<file path="config.mk">
export PLATFORM = sky130hd
export DESIGN_NAME = j11bus_arb
export DESIGN_NICKNAME = d
export VERILOG_FILES = /design/src/rtl/j11bus_pkg.sv /design/src/rtl/j11bus_hold.sv /design/src/rtl/j11bus_arb.sv
export SDC_FILE = /design/constraint.sdc
export NUM_CORES = 1
export LEC_CHECK = 0
export BUFFER_PORTS_ARGS = -buffer_cell sky130_fd_sc_hd__buf_2
export CAP_MARGIN = 20
export CORE_UTILIZATION = 52
export CTS_CLUSTER_DIAMETER = 50
export CTS_CLUSTER_SIZE = 28
export DETAILED_ROUTE_END_ITERATION = 6
export GPL_TIMING_DRIVEN = 0
export PLACE_DENSITY_LB_ADDON = 0.1
export SYNTH_ARGS = -nofsm -noshare
export SYNTH_HDL_FRONTEND = slang
export SYNTH_SLANG_ARGS = --single-unit
</file>
<file path="constraint.sdc">
create_clock -name clk -period 2.45 [get_ports clk]
set_input_delay 0.49 -clock clk [delete_from_list [all_inputs] [get_ports clk]]
set_output_delay 0.49 -clock clk [all_outputs]
set_load 0.01 [all_outputs]
</file>
<file path="src/rtl/j11bus_pkg.sv">
// Shared types and constants for the DCJ11/DMA bus arbiter.
package j11bus_pkg;

    typedef enum logic [1:0] {
        ST_IDLE  = 2'd0,
        ST_ISSUE = 2'd1,
        ST_WAIT  = 2'd2,
        ST_DONE  = 2'd3
    } state_e;

    localparam logic [8:0] IOPAGE_DEF = 9'h1FF;
    localparam logic       ROUTE_MEM  = 1'b0;
    localparam logic       ROUTE_IO   = 1'b1;
    localparam int         REQ_W      = 43;

    typedef struct packed {
        logic        wr;
        logic        gp;
        logic        irq;
        logic [21:0] addr;
        logic [15:0] wdata;
        logic [1:0]  wstrb;
    } req_t;

    // gp and irq cycles never touch memory, whatever their address.
    function automatic logic route_of(input req_t r, input logic [8:0] iopage);
        return (r.gp || r.irq || (r.addr[21:13] == iopage)) ? ROUTE_IO : ROUTE_MEM;
    endfunction

endpackage

</file>
<file path="src/rtl/j11bus_hold.sv">
// Per-master request latch: pend flag plus the request fields captured on the req pulse.
module j11bus_hold
    import j11bus_pkg::*;
(
    input  logic             clk,
    input  logic             rst,
    input  logic             req,
    input  logic             clr,
    input  logic [REQ_W-1:0] fields_i,
    output logic             pend,
    output logic [REQ_W-1:0] fields_o
);

    logic             pend_d, pend_q;
    logic [REQ_W-1:0] fld_d, fld_q;

    // A req while already pending is a protocol violation and is dropped.
    always_comb begin
        pend_d = pend_q;
        fld_d  = fld_q;
        if (req && !pend_q) begin
            pend_d = 1'b1;
            fld_d  = fields_i;
        end
        if (clr) begin
            pend_d = 1'b0;
        end
    end

    always_ff @(posedge clk) begin
        if (rst) begin
            pend_q <= 1'b0;
            fld_q  <= '0;
        end else begin
            pend_q <= pend_d;
            fld_q  <= fld_d;
        end
    end

    assign pend     = pend_q;
    assign fields_o = fld_q;

endmodule

</file>
<file path="src/rtl/j11bus_arb.sv">
// Round-robin arbiter and memory/I-O page decoder between the DCJ11 (m0) and a DMA engine (m1).
// state | meaning: IDLE wait for pend | ISSUE slave req pulse | WAIT slave ack or watchdog | DONE master ack pulse
module j11bus_arb
    import j11bus_pkg::*;
#(
    parameter int         TIMEOUT = 255,
    parameter logic [8:0] IOPAGE  = IOPAGE_DEF
) (
    input  logic        clk,
    input  logic        rst,
    input  logic        m0_req,
    input  logic        m0_wr,
    input  logic        m0_gp,
    input  logic        m0_irq,
    input  logic [21:0] m0_addr,
    input  logic [15:0] m0_wdata,
    input  logic [1:0]  m0_wstrb,
    output logic        m0_ack,
    output logic [15:0] m0_rdata,
    output logic        m0_err,
    input  logic        m1_req,
    input  logic        m1_wr,
    input  logic        m1_gp,
    input  logic        m1_irq,
    input  logic [21:0] m1_addr,
    input  logic [15:0] m1_wdata,
    input  logic [1:0]  m1_wstrb,
    output logic        m1_ack,
    output logic [15:0] m1_rdata,
    output logic        m1_err,
    output logic        s_wr,
    output logic        s_gp,
    output logic        s_irq,
    output logic [21:0] s_addr,
    output logic [15:0] s_wdata,
    output logic [1:0]  s_wstrb,
    output logic        mem_req,
    input  logic        mem_ack,
    input  logic [15:0] mem_rdata,
    output logic        io_req,
    input  logic        io_ack,
    input  logic [15:0] io_rdata,
    input  logic        io_err,
    output logic [1:0]  grant,
    output logic        busy
);

    localparam int WD_W = $clog2(TIMEOUT + 1);

    state_e           state_q;
    logic             last_q, owner_q, route_q;
    logic [WD_W-1:0]  wd_q;
    logic             mem_req_q, io_req_q;
    logic [1:0]       ack_q, grant_q;
    logic [15:0]      m0_rdata_q, m1_rdata_q;
    logic             m0_err_q, m1_err_q;
    req_t             s_q;

    logic [1:0]       pend;
    logic [REQ_W-1:0] fld0, fld1;
    logic             sel, sel_route;
    req_t             sel_fld;
    logic             slv_ack, slv_err;
    logic [15:0]      slv_rdata;

    j11bus_hold u_hold0 (
        .clk      (clk),
        .rst      (rst),
        .req      (m0_req),
        .clr      (ack_q[0]),
        .fields_i ({m0_wr, m0_gp, m0_irq, m0_addr, m0_wdata, m0_wstrb}),
        .pend     (pend[0]),
        .fields_o (fld0)
    );

    j11bus_hold u_hold1 (
        .clk      (clk),
        .rst      (rst),
        .req      (m1_req),
        .clr      (ack_q[1]),
        .fields_i ({m1_wr, m1_gp, m1_irq, m1_addr, m1_wdata, m1_wstrb}),
        .pend     (pend[1]),
        .fields_o (fld1)
    );

    // On a tie the master that did not win the last tie goes first.
    always_comb begin
        sel       = (&pend) ? ~last_q : pend[1];
        sel_fld   = req_t'(sel ? fld1 : fld0);
        sel_route = route_of(sel_fld, IOPAGE);
        slv_ack   = (route_q == ROUTE_IO) ? io_ack : mem_ack;
        slv_rdata = (route_q == ROUTE_IO) ? io_rdata : mem_rdata;
        slv_err   = (route_q == ROUTE_IO) && io_err;
    end

    always_ff @(posedge clk) begin
        if (rst) begin
            state_q    <= ST_IDLE;
            last_q     <= 1'b1;
            owner_q    <= 1'b0;
            route_q    <= ROUTE_MEM;
            wd_q       <= '0;
            mem_req_q  <= 1'b0;
            io_req_q   <= 1'b0;
            ack_q      <= 2'b00;
            grant_q    <= 2'b00;
            m0_rdata_q <= '0;
            m1_rdata_q <= '0;
            m0_err_q   <= 1'b0;
            m1_err_q   <= 1'b0;
            s_q        <= '0;
        end else begin
            mem_req_q <= 1'b0;
            io_req_q  <= 1'b0;
            ack_q     <= 2'b00;
            case (state_q)
                ST_IDLE: begin
                    if (|pend) begin
                        owner_q   <= sel;
                        route_q   <= sel_route;
                        s_q       <= sel_fld;
                        grant_q   <= sel ? 2'b10 : 2'b01;
                        mem_req_q <= (sel_route == ROUTE_MEM);
                        io_req_q  <= (sel_route == ROUTE_IO);
                        if (&pend) begin
                            last_q <= sel;
                        end
                        state_q <= ST_ISSUE;
                    end
                end
                ST_ISSUE: begin
                    wd_q    <= '0;
                    state_q <= ST_WAIT;
                end
                ST_WAIT: begin
                    // A slave ack in the expiry cycle still wins over the watchdog.
                    if (slv_ack || (wd_q == WD_W'(TIMEOUT))) begin
                        if (owner_q) begin
                            m1_rdata_q <= slv_ack ? slv_rdata : 16'h0000;
                            m1_err_q   <= slv_ack ? slv_err : 1'b1;
                        end else begin
                            m0_rdata_q <= slv_ack ? slv_rdata : 16'h0000;
                            m0_err_q   <= slv_ack ? slv_err : 1'b1;
                        end
                        ack_q[owner_q] <= 1'b1;
                        state_q        <= ST_DONE;
                    end else begin
                        wd_q <= wd_q + WD_W'(1);
                    end
                end
                ST_DONE: begin
                    grant_q <= 2'b00;
                    state_q <= ST_IDLE;
                end
                default: state_q <= ST_IDLE;
            endcase
        end
    end

    assign m0_ack   = ack_q[0];
    assign m1_ack   = ack_q[1];
    assign m0_rdata = m0_rdata_q;
    assign m1_rdata = m1_rdata_q;
    assign m0_err   = m0_err_q;
    assign m1_err   = m1_err_q;
    assign s_wr     = s_q.wr;
    assign s_gp     = s_q.gp;
    assign s_irq    = s_q.irq;
    assign s_addr   = s_q.addr;
    assign s_wdata  = s_q.wdata;
    assign s_wstrb  = s_q.wstrb;
    assign mem_req  = mem_req_q;
    assign io_req   = io_req_q;
    assign grant    = grant_q;
    assign busy     = (state_q != ST_IDLE);

endmodule

</file>
Word level (Yosys, flattened, before mapping)
Cells that the tools add are included.
{"block": "totals", "word_cells": 84, "ff_bits": 184, "latch_bits": 0, "n_memories": 0, "ram_bits": 0, "rom_bits": 0}
{"block": "classes", "div_mod_pow": 0, "n_mux": 17, "bitwise": 7, "add_sub_neg": 1, "n_reduce_logical": 26, "n_mul": 0, "magnitude_cmp": 2, "shifts": 0, "n_eq_ne": 8}
{"cell": "$mux 43", "count": 1}
{"cell": "$mux 16", "count": 2}
{"cell": "$pmux 8 s2", "count": 1}
{"cell": "$reduce_and 2->1", "count": 5}
{"cell": "$eq 9x9->1 const B", "count": 1}
{"cell": "$add 8x1->8 const B", "count": 1}
{"cell": "$eq 8x8->1 const B", "count": 1}
{"cell": "$mux 2", "count": 4}
{"cell": "$mux 8", "count": 1}
{"cell": "$pmux 2 s4", "count": 1}
{"cell": "$not 1->1", "count": 7}
{"cell": "$ne 2x2->1 const B", "count": 3}
{"cell": "$reduce_and 3->1", "count": 2}
{"cell": "$reduce_bool 2->1", "count": 3}
{"cell": "$reduce_or 2->1", "count": 3}
{"cell": "$reduce_or 3->1", "count": 2}
{"cell": "$mux 1", "count": 5}
{"cell": "$eq 2x2->1 const B", "count": 2}
{"cell": "$logic_and 1x1->1", "count": 4}
{"cell": "$pmux 2 s2", "count": 1}
{"cell": "$reduce_and 4->1", "count": 1}
{"cell": "$logic_or 1x1->1", "count": 3}
{"cell": "$eq 2x1->1 const B", "count": 1}
{"cell": "$logic_not 1->1", "count": 2}
{"cell": "other kinds (4)", "count": 4}

Logic depth before layout (Yosys ltp)
Gate-level depths: netlist (run 1).
{"block": "depth", "depth_word": 7, "depth_mapped": 7, "ltp_nobuf": 6}

Modules after synthesis
Synthesis (run 1) repeated with hierarchy kept, for this count alone.
{"block": "unflattened", "cells_unflattened": 814, "hier_area_um2": 8401.8}
{"module": "j11bus_arb", "area_each_um2": 4217.8, "instances": 1, "cells_per_inst": 420, "seq_area_each_um2": 1921.8}
{"module": "j11bus_hold", "area_each_um2": 2092.0, "instances": 2, "cells_per_inst": 197, "seq_area_each_um2": 880.8}

Worst setup path after synthesis (run 1)
OpenSTA, ideal clock, no wires.
{"block": "synth_timing", "path_type": "register to register", "from": "register wd_q[0]", "to": "register m0_rdata_q[10] (netlist: m0_rdata[10])", "setup_time_ps": 117, "arrival_time_ps": 1593, "required_time_ps": 2333, "path_stages_with_launch": 7, "period_less_slack_ps": 1710, "slack_ps": 740, "n_path_buf": 1, "path_cell_list": "dfxtp_1 ha_1 nand4_2 o21ai_2 a31oi_4 buf_2 o2bb2ai_1"}
{"block": "synth_between", "elab_chain_len": 3}
{"element": "start, declared", "line": "j11bus_arb.sv:52", "text": "logic [WD_W-1:0] wd_q;"}
{"element": "start signal, assigned", "line": "j11bus_arb.sv:148", "text": "wd_q <= wd_q + WD_W'(1);"}
{"element": "$eq 8x8->1", "line": "j11bus_arb.sv:137", "text": "if (slv_ack || (wd_q == WD_W'(TIMEOUT))) begin"}
{"element": "$logic_or 1x1->1", "line": "j11bus_arb.sv:137"}
{"element": "$reduce_and 3->1 (no source line)"}
{"element": "end signal, assigned", "line": "j11bus_arb.sv:142", "text": "m0_rdata_q <= slv_ack ? slv_rdata : 16'h0000;"}
{"element": "end, declared", "line": "j11bus_arb.sv:55", "text": "logic [15:0] m0_rdata_q, m1_rdata_q;"}
Every way passes these cells.
A chain may end at the register's enable or synchronous reset.

Worst setup path in the final report (run 1)
{"block": "layout_timing", "from": "register state_q[1]", "to": "register s_q, in the netlist s_addr[13]"}
{"block": "layout_between", "elab_chain_len": 2}
{"element": "start, declared", "line": "j11bus_arb.sv:50", "text": "state_e state_q;"}
{"element": "start signal, assigned", "line": "j11bus_arb.sv:98", "text": "state_q <= ST_IDLE;"}
{"element": "start signal, assigned", "line": "j11bus_arb.sv:128", "text": "state_q <= ST_ISSUE;"}
{"element": "start signal, assigned", "line": "j11bus_arb.sv:133", "text": "state_q <= ST_WAIT;"}
{"element": "$logic_not 2->1", "line": "j11bus_arb.sv:116", "text": "case (state_q)"}
{"element": "$reduce_and 2->1 (no source line)"}
{"element": "end signal, assigned", "line": "j11bus_arb.sv:121", "text": "s_q <= sel_fld;"}
{"element": "end, declared", "line": "j11bus_arb.sv:57", "text": "req_t s_q;"}
Every way passes these cells.

==> results of run 1 <==
## layer usage
metal / track usage [%] / up-vias
met2: 44.54 / 195
met3: 5.189 / 23
li1: - / 3276
met4: 9.877 / 0
met1: 35.79 / 3061
met5: 0 / -
## layout make-up
cell class / instances / share of cell area (%)
well taps: 176 / 2.405
flip-flops and latches: 184 / 40.24
multi-input cells: 562 / 35.90
clock buffers: 18 / 4.797
inverters: 8 / 0.3280
repair buffers: 208 / 11.37
diodes: 2 / 0.05467
clock inverters: 14 / 1.900
plain buffers: 61 / 3.007
## power by group
part	leakage (nW)	total [mW]	switching (mW)	internal, mW
clock	0.289	2.84	1.20	1.64
sequential	1.51	3.66	0.245	3.41
combinational	2.00	2.22	1.36	0.862
## flip-flops by register name, indices dropped and copies added, names as in the netlist, 2 cells and up
signal / flops
grant: 2
u_hold1.fields_o: 43
s_addr: 22
u_hold0.fields_o: 43
s_wstrb: 2
s_wdata: 16
wd_q: 8
ack_q: 2
m0_rdata: 16
state_q: 2
m1_rdata: 16
## how the worst max path moves through the flow
stage | to | start | slack, ps
after CTS | s_wdata[2] | state_q[0] | 160
after floorplan | m0_rdata[10] | wd_q[0] | 740
after global routing | s_wdata[14] | state_q[1] | 10
final | s_addr[13] | state_q[1] | 140
after detailed placement | s_wdata[8] | state_q[0] | -8
after global placement | s_wdata[5] | state_q[1] | 50
## logic make-up (layout without fill, tap and decap cells)
kind of cell / after synthesis / count (layout)
AO/OA/AOI/OAI: 194 / 194
XOR/XNOR: 1 / 1
other: 0 / 2
flip-flops: 184 / 184
adder cells (fa/ha/maj): 5 / 5
buffers and inverters: 69 / 309
AND/OR/NAND/NOR: 299 / 299
multiplexers: 63 / 63
## placed cells by master, fill, tap and decap left out, types with 2 or more instances in the layout
| cell | synthesis | final |
|---|---|---|
| ha_1 | 5 | 5 |
| bufinv_16 | 0 | 3 |
| a311oi_1 | 2 | 2 |
| clkinv_2 | 0 | 2 |
| diode_2 | 0 | 2 |
| nand3_1 | 12 | 12 |
| o22ai_1 | 2 | 2 |
| clkbuf_1 | 40 | 40 |
| a31oi_4 | 2 | 2 |
| buf_1 | 6 | 6 |
| buf_2 | 10 | 218 |
| buf_6 | 4 | 4 |
| o2bb2ai_1 | 32 | 32 |
| clkinvlp_4 | 0 | 4 |
| o41ai_1 | 2 | 2 |
| nand4_1 | 3 | 3 |
| dfxtp_1 | 184 | 184 |
| nand2b_1 | 6 | 6 |
| a211oi_1 | 44 | 44 |
| o31ai_1 | 2 | 2 |
| inv_1 | 8 | 8 |
| mux2i_1 | 45 | 45 |
| nand2_1 | 200 | 200 |
| nor2b_1 | 4 | 4 |
| nor2_1 | 54 | 53 |
| clkbuf_16 | 0 | 17 |
| clkinv_4 | 0 | 4 |
| or3_1 | 5 | 5 |
| a21oi_1 | 93 | 93 |
| mux2_2 | 16 | 16 |
| nor3_1 | 6 | 6 |
| o21ai_0 | 5 | 5 |
## worst reg2reg max path, cell delays in order, from the launching register on
cell	delay (ps)
dfxtp_1	330
inv_1	100
ha_1	280
inv_1	140
nor2_2	380
clkbuf_1	480
buf_2	340
a211oi_1	110
## per-stage QoR
stage	power [mW]	std cells
3_5_place_dp	5.926	1199
3_3_place_gp	5.890	1199
2_1_floorplan	5.094	815
5_1_grt	9.156	1233
4_1_cts	8.743	1231
6_report	8.720	1233
## timing repair
item                       4_1_cts  5_1_grt
setup endpoints to repair       22        0
gates resized for setup          1        0
buffers inserted                 0        0
hold buffers                     0        0
==> summary.txt, run 1 <==
Die
  • Die area: about 14000 um2
  • I/O pin cnt: 209
  • Initial Util: ~54%
  • Die Height: between 100 and 150 um
  • Site row count: 42
  • Core ar.: around 13000 um2
  • Die W: about 120 um

Cells and area
  • Layout cell share with drive strength beyond 1: roughly a quarter
  • Area of the multi-input gates: around 3300 um2
  • Register area: approximately 3700 um2
  • Filler cells: about 1200
  • Post-Layout Inst Area: between 9000 and 10000 um2
  • Fin util: between 60% and 70%
  • Syn-to-layout area delta: 25.87%
  • Nets: 1172

Clocking
  • CTS tree: yes
  • Root buffer cell: clkbuf_16
  • Clk_lat worst skew: 430 ps
  • Htree depth: 4
  • Clock Path Buffers: 2
  • Reg clk slew, reported paths: about 70 ps
  • Clock sink total: 184
  • Total CTS buffers: 17

Global routing
  • Tot GR Track Use: ~27%
  • Largest net degree at the start of global routing: 17
  • Global route total overflow: 0
  • First-pass GRT wire length: approximately 30 mm
  • Vias in the first global route: 6196
  • Initial antenna violation count: 2

Timing
  • Worst-margin pin slew: 645.9 ps
  • Worst hold slack: 286.6 ps
  • Relative slew slack: a little under three fifths
  • Fin crit share: a little over nine tenths
  • Final WS setup: about 140 ps
  • Setup TNS: 0 ps
  • Highest clock rate: 433.4 MHz
  • Fin crit period: roughly 2300 ps
  • Final Hold Vio Count: 0
  • RSZ-0062 raised after global routing: false
  • Max-slew violations: 0
  • Final setup violation count: 0
  • Clk_skew: just over 7 ps

Placement
  • Dpl cell area: around 8500 um2
  • Final GP Congestion: 0.8346
  • DPL Wire Length: ~14 mm
  • IO buf count: between 200 and 250
  • Pre-CTS WS: -8.073 ps

Synth
  • Register area share after synthesis: between 50% and 60%
  • Most frequent cell after synthesis: nand2_1
  • Largest family of logic cells by synthesized area: compound AO/OA/AOI/OAI gates
  • Dominant synthesized flop cell: dfxtp_1
  • Mean Syn Cell Area: 8.924 um2
  • Share of synthesized flip-flops with an asynchronous set or reset: 0%
  • Post-synthesis simple-gate area fraction: between 15 and 20%
  • Cells after synthesis: 815
  • Distinct cells, synth: a little under 50
  • Cell Area, Synth: 7273 um2
  • Top post-synthesis cells by area: dfxtp_1, nand2_1, a21oi_1, mux2i_1, a211oi_1
  • Mux cell area share after synthesis: under 10%
  • Synth top area share: approximately half
  • Yosys top cell by area: dfxtp_1
  • XOR/XNOR share of the synthesized area: less than 1%
  • EDFF count, synth: 0
  • YS warnings: 0
  • #FFs+latches synth: approximately 180
  • Synth Area in Adders: 0.8601%
  • Synth Area in Compound Gates: between 15 and 20%
  • Syn Nets: about 950
  • Post-synth top cells: nand2_1, dfxtp_1, a21oi_1

Route
  • DR top layer: met4
  • Met2 wire length: a little over 9 mm
  • Drt initial violations: 380
  • Drc violations: 0
  • M1 WL: just under 9 mm
  • Drt first pass iters: 5
  • WL final: 19.29 mm
  • Vias/cell: 5.316
  • Via Count: roughly 6600
  • Per-cell routed wire length: 15.64 um
  • Detail Route Antenna Nets: 0
  • Detail Route met3 WL: about 950 um

Critical path
  • Worst path required time: between 2000 and 3000 ps
  • Reg2reg setup slack: approximately 140 ps
  • Setup crit end kind: register
  • Worst r2r src: state_q[1]
  • Setup Crit Path Kind: register to register
  • WP depth: 7
  • Crit-path most repeated cell: inv_1
  • Largest stage delay, worst path: approximately 480 ps
  • Slowest-stage cell, CP: clkbuf_1
  • Crit-path cells: inv_1, ha_1, inv_1, nor2_2, clkbuf_1, buf_2, a211oi_1
  • Reg2Reg Depth: 7
  • CP delay by family, top: buffers and inverters
  • Critical path peak fanout: 10
  • CP arrival: around 2600 ps
  • Crit start category: register
  • CP bufs+invs: 4
  • Critical R2R Capture: s_addr[13]

Status
  • Status: completed

Pwr
  • Maximum VDD drop: roughly 0.56 mV
  • P per Cell Area: ~950 nW/um2
  • Leak Pwr: roughly 3.8 nW

Worst hold path
  • Hold path endpoint: u_hold1.fields_o[7]
  • HP Start: m1_wdata[5]
  • Hold Crit Depth: 3
  • HP Class: input port to register

Flow run
  • Max-Cap Viols: 0
(Power assumes the default switching activity.)
==> inputs of run 2 (changes only) <==
--- a/config.mk
+++ b/config.mk
@@ -13,6 +13,7 @@
 export DETAILED_ROUTE_END_ITERATION = 6
 export GPL_TIMING_DRIVEN = 0
 export PLACE_DENSITY_LB_ADDON = 0.1
+export REMOVE_ABC_BUFFERS = 1
 export SYNTH_ARGS = -nofsm -noshare
 export SYNTH_HDL_FRONTEND = slang
 export SYNTH_SLANG_ARGS = --single-unit
==> summary.txt, run 2 (synthesis results as in run 1) <==
Route
  • Drt initial violations: between 300 and 400
  • Vias/cell: ~5.3
  • Drt first pass iters: 4
  • Met2 wire length: between 8 and 9 mm
  • DR top layer: met4
  • Detail Route met3 WL: 1.112 mm
  • Via Count: around 6300
  • Drc violations: 0
  • M1 WL: approximately 8.2 mm
  • Detail Route Antenna Nets: 0
  • Per-cell routed wire length: between 15 and 20 um
  • WL final: 18.01 mm

Pwr
  • Maximum VDD drop: ~0.47 mV
  • P per Cell Area: between 900 and 1000 nW/um2
  • Power, Total: between 8 and 9 mW
  • Leak Pwr: approximately 3.8 nW

Global routing
  • Global route total overflow: 0
  • Vias in the first global route: around 6000
  • Initial antenna violation count: 0
  • Largest net degree at the start of global routing: a little over 80
  • Tot GR Track Use: about a quarter
  • First-pass GRT wire length: ~29 mm

Critical path
  • Setup Crit Path Kind: register to register
  • Critical path peak fanout: 17
  • Slowest-stage cell, CP: or3_1
  • Critical R2R Capture: m1_rdata[10]
  • Crit-path cells: inv_1, ha_1, inv_1, or3_1, o2bb2ai_1
  • CP arrival: approximately 2700 ps
  • Crit-path most repeated cell: inv_1
  • Reg2Reg Depth: 5
  • Setup crit end kind: register
  • Worst path required time: between 2000 and 3000 ps
  • Reg2reg setup slack: roughly 120 ps
  • Crit start category: register
  • Largest stage delay, worst path: about 700 ps
  • Worst r2r src: state_q[0]

Timing
  • Max-slew violations: 0
  • Fin crit share: 94.90%
  • Highest clock rate: 430.1 MHz
  • Worst hold slack: between 300 and 400 ps
  • Clk_skew: around 9.4 ps
  • Relative slew slack: between 50% and 60%
  • Setup TNS: 0 ps
  • RSZ-0062 raised after global routing: false
  • Fin crit period: 2325 ps
  • Final WS setup: roughly 120 ps
  • Final setup violation count: 0
  • Final Hold Vio Count: 0
  • Worst-margin pin slew: 704.3 ps

Clocking
  • Root buffer cell: clkbuf_16
  • CTS tree: yes
  • Clk_lat worst skew: 420 ps
  • Htree depth: 4
  • Clock sink total: about 180
  • Reg clk slew, reported paths: 60 ps
  • Total CTS buffers: 17
  • Clock Path Buffers: 2

Die
  • I/O pin cnt: approximately 210
  • Core ar.: ~13000 um2
  • Site row count: 42
  • Initial Util: 54.06%
  • Die area: 14460 um2
  • Die Height: ~120 um
  • Die W: between 100 and 150 um

Placement
  • Final GP Congestion: 0.8064
  • # placed instances: 1147
  • IO buf count: 208
  • DPL Wire Length: roughly 12 mm
  • Pre-CTS WS: -12.13 ps
  • Dpl cell area: 8499 um2

Cells and area
  • Commonest non-fill, non-tap cells in the layout: buf_2, nand2_1, dfxtp_1, a21oi_1, nor2_1
  • Syn-to-layout area delta: 25.27%
  • Layout cell share with drive strength beyond 1: 27.72%
  • Ant. Diodes: 0
  • Fin util: slightly below 70%
  • Post-Layout Inst Area: ~9100 um2
  • Commonest non-fill, non-tap cell in the layout: buf_2
  • Nets: ~1100
  • Non-filler instance count after layout: roughly 1200

Worst hold path
  • Hold path endpoint: u_hold0.fields_o[0]
  • HP Start: m0_wstrb[0]
  • HP Class: input port to register
  • Hold Crit Depth: 3

Status
  • Status: completed

Flow run
  • Max-Cap Viols: 0
run 2: worst max-delay path: cells and delay by family (launching register included):
family,cells,cell delay [ps]
AND/OR/NAND/NOR,1,720
adder cells (fa/ha/maj),1,560
flip-flops,1,350
buffers and inverters,2,350
AO/OA/AOI/OAI,1,270
run 2: worst max-delay path by stage:
| stage | end | cells after the start | slack [ps] | from |
|---|---|---|---|---|
| 6_report | m1_rdata[10] | 5 | 120 | state_q[0] |
| 5_1_grt | m1_rdata[14] | 5 | 3 | state_q[0] |
| 4_1_cts | m0_rdata[1] | 5 | 180 | state_q[0] |
| 3_5_place_dp | m1_rdata[10] | 4 | -10 | route_q |
| 3_3_place_gp | mem_req | 4 | -3650 | u_hold1.pend |
| 2_1_floorplan | s_addr[0] | 3 | -1820 | u_hold1.pend |
run 2: what timing repair did:
action                                  4_1_cts  5_1_grt
resized for setup                             1        0
buffers inserted                              0        0
endpoints found under the setup margin       19        0
hold buffers                                  0        0
hold endpoints to repair                      0        0
run 2: cell type report:
type	instances	area, um2
Sequential cell	184	3685
Inverter	8	30.03
Multi-Input combinational cell	562	3323
Fill cell	1157	4342
Clock inverter	7	115.1
Tap cell	176	220.2
Clock buffer	25	495.5
Timing Repair Buffer	217	1242
run 2: metal layers:
| metal | GRT usage [%] | up-vias |
|---|---|---|
| met4 | 9.414 | 0 |
| li1 | - | 3178 |
| met1 | 32.88 | 2887 |
| met3 | 5.519 | 20 |
| met5 | 0 | - |
| met2 | 41.45 | 183 |
run 2: power breakdown:
| group | switching [mW] | internal (mW) |
|---|---|---|
| registers | 0.252 | 3.41 |
| logic | 1.31 | 0.893 |
| clock network | 1.09 | 1.71 |
